==> src/rtl/bus_pkg.sv <==
// Shared constants for the CPU datapath bus arbiter: source select codes,
// source count, select width and FSM state encoding.
package bus_pkg;

  localparam int unsigned NUM_SRC = 24;
  localparam int unsigned SEL_W   = 5;

  localparam logic [4:0] SRC_R0     = 5'd0;
  localparam logic [4:0] SRC_R1     = 5'd1;
  localparam logic [4:0] SRC_R2     = 5'd2;
  localparam logic [4:0] SRC_R3     = 5'd3;
  localparam logic [4:0] SRC_R4     = 5'd4;
  localparam logic [4:0] SRC_R5     = 5'd5;
  localparam logic [4:0] SRC_R6     = 5'd6;
  localparam logic [4:0] SRC_R7     = 5'd7;
  localparam logic [4:0] SRC_R8     = 5'd8;
  localparam logic [4:0] SRC_R9     = 5'd9;
  localparam logic [4:0] SRC_R10    = 5'd10;
  localparam logic [4:0] SRC_R11    = 5'd11;
  localparam logic [4:0] SRC_R12    = 5'd12;
  localparam logic [4:0] SRC_R13    = 5'd13;
  localparam logic [4:0] SRC_R14    = 5'd14;
  localparam logic [4:0] SRC_R15    = 5'd15;
  localparam logic [4:0] SRC_HI     = 5'd16;
  localparam logic [4:0] SRC_LO     = 5'd17;
  localparam logic [4:0] SRC_ZHI    = 5'd18;
  localparam logic [4:0] SRC_ZLOW   = 5'd19;
  localparam logic [4:0] SRC_PC     = 5'd20;
  localparam logic [4:0] SRC_MDR    = 5'd21;
  localparam logic [4:0] SRC_INPORT = 5'd22;
  localparam logic [4:0] SRC_CSIGN  = 5'd23;

  // FSM state encoding
  localparam logic [1:0] ST_IDLE       = 2'd0;
  localparam logic [1:0] ST_GRANT      = 2'd1;
  localparam logic [1:0] ST_TURNAROUND = 2'd2;

endpackage

==> src/rtl/rr_priority_picker.sv <==
// Combinational round-robin search: first requester after 'last', wrapping
// from NUM_SRC-1 back to 0.
module rr_priority_picker #(
  parameter int unsigned NUM_SRC = 24
) (
  input  logic [NUM_SRC-1:0]         req,
  input  logic [bus_pkg::SEL_W-1:0]  last,
  output logic                       found,
  output logic [bus_pkg::SEL_W-1:0]  index
);
  import bus_pkg::*;

  // Two ascending passes: indices above last first, then the wrapped part.
  always_comb begin
    found = 1'b0;
    index = '0;
    for (int unsigned j = 0; j < NUM_SRC; j++) begin
      if (!found && req[j] && (j > 32'(last))) begin
        found = 1'b1;
        index = SEL_W'(j);
      end
    end
    for (int unsigned j = 0; j < NUM_SRC; j++) begin
      if (!found && req[j] && (j <= 32'(last))) begin
        found = 1'b1;
        index = SEL_W'(j);
      end
    end
  end

endmodule

==> src/rtl/bus_arbiter.sv <==
// Round-robin arbiter for the shared datapath bus with a hold limit and a
// mandatory one-cycle turnaround between drivers.
module bus_arbiter #(
  parameter int unsigned NUM_SRC  = 24,
  parameter int unsigned MAX_HOLD = 8
) (
  input  logic                       clock,
  input  logic                       clear,
  input  logic [NUM_SRC-1:0]         req,
  output logic [NUM_SRC-1:0]         grant,
  output logic [bus_pkg::SEL_W-1:0]  bus_select,
  output logic                       bus_valid,
  output logic                       hold_timeout
);
  import bus_pkg::*;

  logic [1:0]         state_q, state_d;
  logic [NUM_SRC-1:0] grant_q, grant_d;
  logic [SEL_W-1:0]   sel_q, sel_d;
  logic               valid_q, valid_d;
  logic               tmo_q, tmo_d;
  logic [3:0]         cnt_q, cnt_d;
  logic [SEL_W-1:0]   last_q, last_d;

  logic               pick_found;
  logic [SEL_W-1:0]   pick_index;
  logic               held_req;

  rr_priority_picker #(
    .NUM_SRC (NUM_SRC)
  ) u_picker (
    .req   (req),
    .last  (last_q),
    .found (pick_found),
    .index (pick_index)
  );

  assign held_req = |(req & grant_q);

  always_comb begin
    state_d = state_q;
    grant_d = '0;
    sel_d   = '0;
    valid_d = 1'b0;
    tmo_d   = 1'b0;
    cnt_d   = cnt_q;
    last_d  = last_q;
    unique case (state_q)
      ST_IDLE, ST_TURNAROUND: begin
        if (pick_found) begin
          state_d = ST_GRANT;
          grant_d = NUM_SRC'(1) << pick_index;
          sel_d   = pick_index;
          valid_d = 1'b1;
          cnt_d   = 4'd1;
          last_d  = pick_index;
        end else begin
          state_d = ST_IDLE;
          cnt_d   = '0;
        end
      end
      ST_GRANT: begin
        // A dropped request wins over the limit, so no pulse on a normal release.
        if (!held_req) begin
          state_d = ST_TURNAROUND;
          cnt_d   = '0;
        end else if (cnt_q == 4'(MAX_HOLD)) begin
          state_d = ST_TURNAROUND;
          tmo_d   = 1'b1;
          cnt_d   = '0;
        end else begin
          grant_d = grant_q;
          sel_d   = sel_q;
          valid_d = 1'b1;
          cnt_d   = (cnt_q == 4'hF) ? cnt_q : cnt_q + 4'd1;
        end
      end
      default: begin
        state_d = ST_IDLE;
        cnt_d   = '0;
      end
    endcase
  end

  always_ff @(posedge clock) begin
    if (clear) begin
      state_q <= ST_IDLE;
      grant_q <= '0;
      sel_q   <= '0;
      valid_q <= 1'b0;
      tmo_q   <= 1'b0;
      cnt_q   <= '0;
      last_q  <= SEL_W'(NUM_SRC - 1);
    end else begin
      state_q <= state_d;
      grant_q <= grant_d;
      sel_q   <= sel_d;
      valid_q <= valid_d;
      tmo_q   <= tmo_d;
      cnt_q   <= cnt_d;
      last_q  <= last_d;
    end
  end

  assign grant        = grant_q;
  assign bus_select   = sel_q;
  assign bus_valid    = valid_q;
  assign hold_timeout = tmo_q;

endmodule
==> config.mk <==
export PLATFORM = sky130hd
export DESIGN_NAME = bus_arbiter
export DESIGN_NICKNAME = d
export VERILOG_FILES = /design/src/rtl/bus_pkg.sv /design/src/rtl/rr_priority_picker.sv /design/src/rtl/bus_arbiter.sv
export SDC_FILE = /design/constraint.sdc
export NUM_CORES = 1
export LEC_CHECK = 0
export ABC_CLOCK_PERIOD_IN_PS = 5100
export CORE_MARGIN = 2
export CORE_UTILIZATION = 30
export CTS_BUF_LIST = sky130_fd_sc_hd__clkbuf_8
export DETAILED_ROUTE_END_ITERATION = 8
export GPL_TIMING_DRIVEN = 0
export HOLD_SLACK_MARGIN = 0.12
export PLACE_DENSITY = 0.53
export SYNTH_ARGS = -nofsm -noshare
export SYNTH_HDL_FRONTEND = slang
export SYNTH_SLANG_ARGS = --single-unit
==> constraint.sdc <==
create_clock -name clock -period 5.1 [get_ports clock]
set_clock_uncertainty 0.2 [all_clocks]
set_input_delay 0.51 -clock clock [delete_from_list [all_inputs] [get_ports clock]]
set_output_delay 0.51 -clock clock [all_outputs]
set_load 0.005 [all_outputs]
# Yosys cells after proc, flatten, opt, wreduce, memory -nomap -nowiden
# Cells that the tools add are included.
[classes]
add_sub_neg = 1
n_lt_le_gt_ge = 46
eq_ne = 6
shift = 1
muxes = 116
n_bitwise = 3
reduce_logical = 143
[op_table]
columns = ["operator", "count"]
rows = [
  ["2-to-1 mux 5 bit", 49],
  ["logical AND 1 bit", 92],
  ["2-to-1 mux 24 bit", 3],
  ["2-to-1 mux 1 bit", 54],
  ["case mux 24 bit (2 select lines)", 1],
  ["zero test 1 bit", 46],
  ["greater-than comparator 4 x 5 -> 1 bit, first input constant", 8],
  ["greater-than comparator 5 bit, first input constant", 8],
  ["less-or-equal comparator 4 x 5 -> 1 bit, first input constant", 8],
  ["less-or-equal comparator 5 bit, first input constant", 8],
  ["bitwise AND 24 bit", 1],
  ["OR reduction 24 bit", 1],
  ["left shift 1 x 5 -> 24 bit, first input constant", 1],
  ["greater-than comparator 3 x 5 -> 1 bit, first input constant", 4],
  ["less-or-equal comparator 3 x 5 -> 1 bit, first input constant", 4],
  ["2-to-1 mux 4 bit", 3],
  ["greater-than comparator 2 x 5 -> 1 bit, first input constant", 2],
  ["less-or-equal comparator 2 x 5 -> 1 bit, first input constant", 2],
  ["case mux 5 bit (2 select lines)", 1],
  ["equality test 4 bit, second input constant", 2],
  ["case mux 4 bit (2 select lines)", 1],
  ["greater-than comparator 1 x 5 -> 1 bit, first input constant", 1],
  ["less-or-equal comparator 1 x 5 -> 1 bit, first input constant", 1],
  ["adder 4 x 1 -> 4 bit, second input constant", 1],
  ["other kinds (12)", 14],
]
[totals]
regBits = 42
input_bits = 26
output_inout_bits = 31
elab_cells = 323

# Longest topological paths before layout
[depth]
depth_word = 189
ltp_mapped = 13
depth_no_buf = 8

# Modules after synthesis
# Synthesis repeated with hierarchy kept, for this count alone.
[hier_totals]
cells_unflattened = 382
hier_area_um2 = 3115.5
[by_module_without_submodules]
columns = ["module", "instances", "cells_each", "area_each_um2"]
rows = [
  ["bus_arbiter", 1, 149, 1630.3],
  ["rr_priority_picker", 1, 233, 1485.2],
]

# Worst setup path before layout
# No wires, ideal clock.
[synth_timing]
path_type = "input -> register"
startpoint = "input req[6]"
endpoint = "register grant_q[8] (netlist: grant[8])"
setup_ns = 0.096
t_arrival_ns = 3.158
t_required_ns = 4.804
path_slack_ns = 1.646
path_stages = 10
path_buffers = 2
path_cell_list = "or3_1 o311a_1 or4_1 buf_2 or4_4 a211o_1 and3_4 nand2b_4 buf_6 o41ai_2"
[synth_between]
elab_chain_cells = 169
elab_cells_between_ends = 215
cone_classes = "1 x eq/ne; 1 x shift; 87 x mux; 1 x bitwise; 125 x reduce/logical"
[synth_lines]
columns = ["element", "line", "rtl"]
rows = [
  ["start: declaration", "bus_arbiter.sv:9", "input logic [NUM_SRC-1:0] req,"],
  ["logical AND 1 bit (2 in series)", "rr_priority_picker.sv:18", "if (!found && req[j] && (j > 32'(last))) begin"],
  ["2-to-1 mux 1 bit", "rr_priority_picker.sv:18", ""],
  ["zero test 1 bit", "rr_priority_picker.sv:18", ""],
  ["logical AND 1 bit (2 in series)", "rr_priority_picker.sv:18", ""],
  ["2-to-1 mux 1 bit", "rr_priority_picker.sv:18", ""],
  ["zero test 1 bit", "rr_priority_picker.sv:18", ""],
  ["logical AND 1 bit (2 in series)", "rr_priority_picker.sv:18", ""],
  ["2-to-1 mux 1 bit", "rr_priority_picker.sv:18", ""],
  ["[148 not listed]", "n/a", ""],
  ["logical AND 1 bit (2 in series)", "rr_priority_picker.sv:24", "if (!found && req[j] && (j <= 32'(last))) begin"],
  ["2-to-1 mux 1 bit", "rr_priority_picker.sv:24", ""],
  ["zero test 1 bit", "rr_priority_picker.sv:24", ""],
  ["logical AND 1 bit (2 in series)", "rr_priority_picker.sv:24", ""],
  ["2-to-1 mux 5 bit", "rr_priority_picker.sv:24", ""],
  ["left shift 1 x 5 -> 24 bit", "bus_arbiter.sv:52", "grant_d = NUM_SRC'(1) << pick_index;"],
  ["2-to-1 mux 24 bit", "bus_arbiter.sv:50", "if (pick_found) begin"],
  ["case mux 24 bit (2 select lines)", "bus_arbiter.sv:48", "unique case (state_q)"],
  ["end signal: assignment", "bus_arbiter.sv:96", "grant_q <= grant_d;"],
  ["end: declaration", "bus_arbiter.sv:18", "logic [NUM_SRC-1:0] grant_q, grant_d;"],
]
# Several ways; a longest one is shown, not always the timed one.
# A chain may end at the register's enable or synchronous reset.

# Worst setup path after layout
[layout_timing]
startpoint = "input req[6]"
endpoint = "register grant_q[20] (netlist: grant[20])"
# The elaborated chain is that of the path after synthesis.

==> results.yml <==
status:
  status: "complete, no violations"
routing:
  first_iter_violations: 429
  post-route-drc-count: 0
  route.antenna.remaining_nets: 0
  via_per_inst: 5.88
  drt-total-wl_microns: 13400
  routedWlPerCell_microns: 20.5
  vias: 3828
  dr.pass1.iters: 5
grt:
  grt_pass1_vias: 3634
  antenna_found_initial: 0
  met2_usage_pct: 35.4
  grt_busiest_layer: "met2"
  grtUsageTotal_pct: 21.3
  grt_max_degree: 14
  grt_use_met1_pct: 29.3
  grt_pass1_wl_microns: 21000
  grt_overflow: 0
  use_met3_pct: 2.69
floorplanning:
  rows: 38
  io-pin-count: 57
  die_h_microns: 111
  core_sq_um: 10900
  fp.dieW_microns: 111
  start_util_pct: 31.1
  die_area_sq_um: 12200
worst_setup_path:
  critical_path.max_fanout: 9
  rrSetupSlack_ns: 0.88
  worstRegToRegCells: 9
  worstSetupPathType: "input pin to flip-flop"
  required_ns: 5.09
  start_kind: "input pin"
  worstReg2RegStart: "last_q[1]"
  end_kind: "flip-flop"
  r2r-end: "grant[16]"
  critPathArrivalTime_ns: 4.22
placed_design:
  io_buffers: 54
  dp_hpwl_microns: 10600
  place_congestion: 0.973
  dp_slack_ns: 0.677
  postPlaceCellArea_sq_um: 4120
cts:
  post-cts-setup-buffers: 0
  numCtsBuffers: 5
  cts_sinks: 42
  cts_tree: "yes"
  cts.clk_slew.worst_paths_ns: 0.09
  cts-root-buf: "clkbuf_8"
  cts_resized: 0
  clock_latency_ns: 0.30
  htreeDepth: 2
  hold_buffers: 0
  clk_path_buf_depth: 2
power:
  finalPower_mw: 2.47
  powerDensity_nw_per_um2: 586
  leakage_nw: 1.51
  ir_drop_mv: 0.261
logic_synthesis:
  synth_fp_nets: 477
  yosysMostFrequentCell: "nand2_1"
  netlist_instances: 449
  yosysUniqueCellTypes: 74
  synth_area_leaders: "dfxtp_1, nand2_1, o21ai_0"
  syn_area_per_cell_sq_um: 7.58
  synth_top_cell_by_area: "dfxtp_1"
  synthDominantCellAreaShare_pct: 24.7
  ys_ff_latch: 42
  synthFlopType: "dfxtp_1"
  yosys_warnings: 0
  yosysSeqAreaShare_pct: 24.7
  synth-edff-count: 0
  syn_area_sq_um: 3400
  async_flop_share_pct: 0
  synth_common_cells: "nand2_1, dfxtp_1, o21ai_0, nor2_1, a21oi_1"
timing:
  slew_viol_final: 0
  tightest_slew_ns: 1.08
  post-route-min-period_ns: 4.22
  worst_slack_ns: 0.878
  hold_viol_final: 0
  setup_tns_ns: 0
  min_period_over_period_pct: 82.8
  slew_headroom_pct: 27.1
  rsz0062_at_grt: "no"
  fmax_mhz: 237
  setup_violations: 0
cells_and_area:
  area_delta_synth_final_pct: 23.6
  final_nets: 538
  diodes: 0
  final_area_sq_um: 4210
  utilization_pct: 38.5
  drive_gt1_share_pct: 9.98
hold_path:
  hold_start: "bus_select[2]"
  whs_path_depth: 2
  whs_endpoint: "bus_select[2]"
  hold_path_class: "flip-flop to flip-flop"
job:
  maxCapViolCount: 0
-- logic make-up (layout without fill, tap and decap cells) --
| family | Yosys count | after routing | synth area share, % |
|---|---|---|---|
| buffers and inverters | 47 | 109 | 6.36 |
| AOI/OAI and AO/OA | 174 | 174 | 38.6 |
| muxes | 3 | 3 | 0.882 |
| and+or+nand+nor | 180 | 180 | 28.4 |
| DFF | 42 | 42 | 24.7 |
| adders and majority gates | 3 | 3 | 1.03 |
-- worst max-delay path by stage --
stage	start	slack, ns	endpoint
4_1_cts	req[6]	0.93	grant[20]
3_3_place_gp	req[6]	0.65	grant[16]
5_1_grt	last_q[1]	0.58	grant[20]
6_report	req[6]	0.88	grant[20]
2_1_floorplan	req[6]	1.65	grant[8]
3_5_place_dp	req[6]	0.68	grant[1]
-- layout make-up --
cell class,count,area (sq um)
Sequential cell,42,841
Multi-Input combinational cell,360,2350
Tap cell,140,175
Timing Repair Buffer,54,541
Fill cell,1185,6730
Clock inverter,3,17.5
Clock buffer,5,68.8
Buffer,33,164
Inverter,14,52.6
-- stage by stage --
stage / hold slack, ns / instances
3_5_place_dp: 0.248 / 643
6_report: 0.258 / 651
4_1_cts: 0.260 / 651
3_3_place_gp: 0.250 / 643
2_1_floorplan: 0.253 / 449
5_1_grt: 0.297 / 651
-- registers in the layout, indices dropped and copies added (netlist names) --
name and flops:
cnt_q 4, last_q 5, state_q 2, bus_select 5, grant 24, bus_valid 1, hold_timeout 1
-- placed cells by master, fill, tap and decap left out, drive strengths merged, types with 7 or more instances in the layout --
| master | instances |
|---|---|
| a211oi | 11 |
| a21oi | 22 |
| a22oi | 9 |
| and3 | 10 |
| buf | 19 |
| clkbuf | 19 |
| clkdlybuf4s50 | 54 |
| dfxtp | 42 |
| inv | 15 |
| nand2 | 56 |
| nand2b | 10 |
| nand3 | 15 |
| nor2 | 30 |
| nor3 | 10 |
| nor4 | 9 |
| o211ai | 10 |
| o21a | 7 |
| o21ai | 31 |
| o31ai | 12 |
| o41ai | 12 |
-- metal layers --
layer	wire length, microns	vias to the layer above	part of all wire, %
li1	-	1862	-
met4	274	0	2.1
met5	0	-	0
met3	768	25	5.8
met2	6270	134	47
met1	6040	1807	45
-- power breakdown --
group	internal [mW]	leakage, nW	switching, mW
registers	0.407	0.342	0.0639
logic	0.632	1.12	1.14
clock network	0.0949	0.0493	0.125
total	1.13	1.51	1.33
-- worst max-delay path, stage by stage --
cell,delay [ns]
clkdlybuf4s50_1,0.58
or3_1,0.43
o311a_1,0.14
or4_1,0.54
buf_2,0.19
nor3_1,0.38
and4b_1,0.26
buf_2,0.20
a21boi_2,0.22
o211ai_1,0.36
o41ai_1,0.41
No activity file was read; power rests on OpenSTA's default activity.
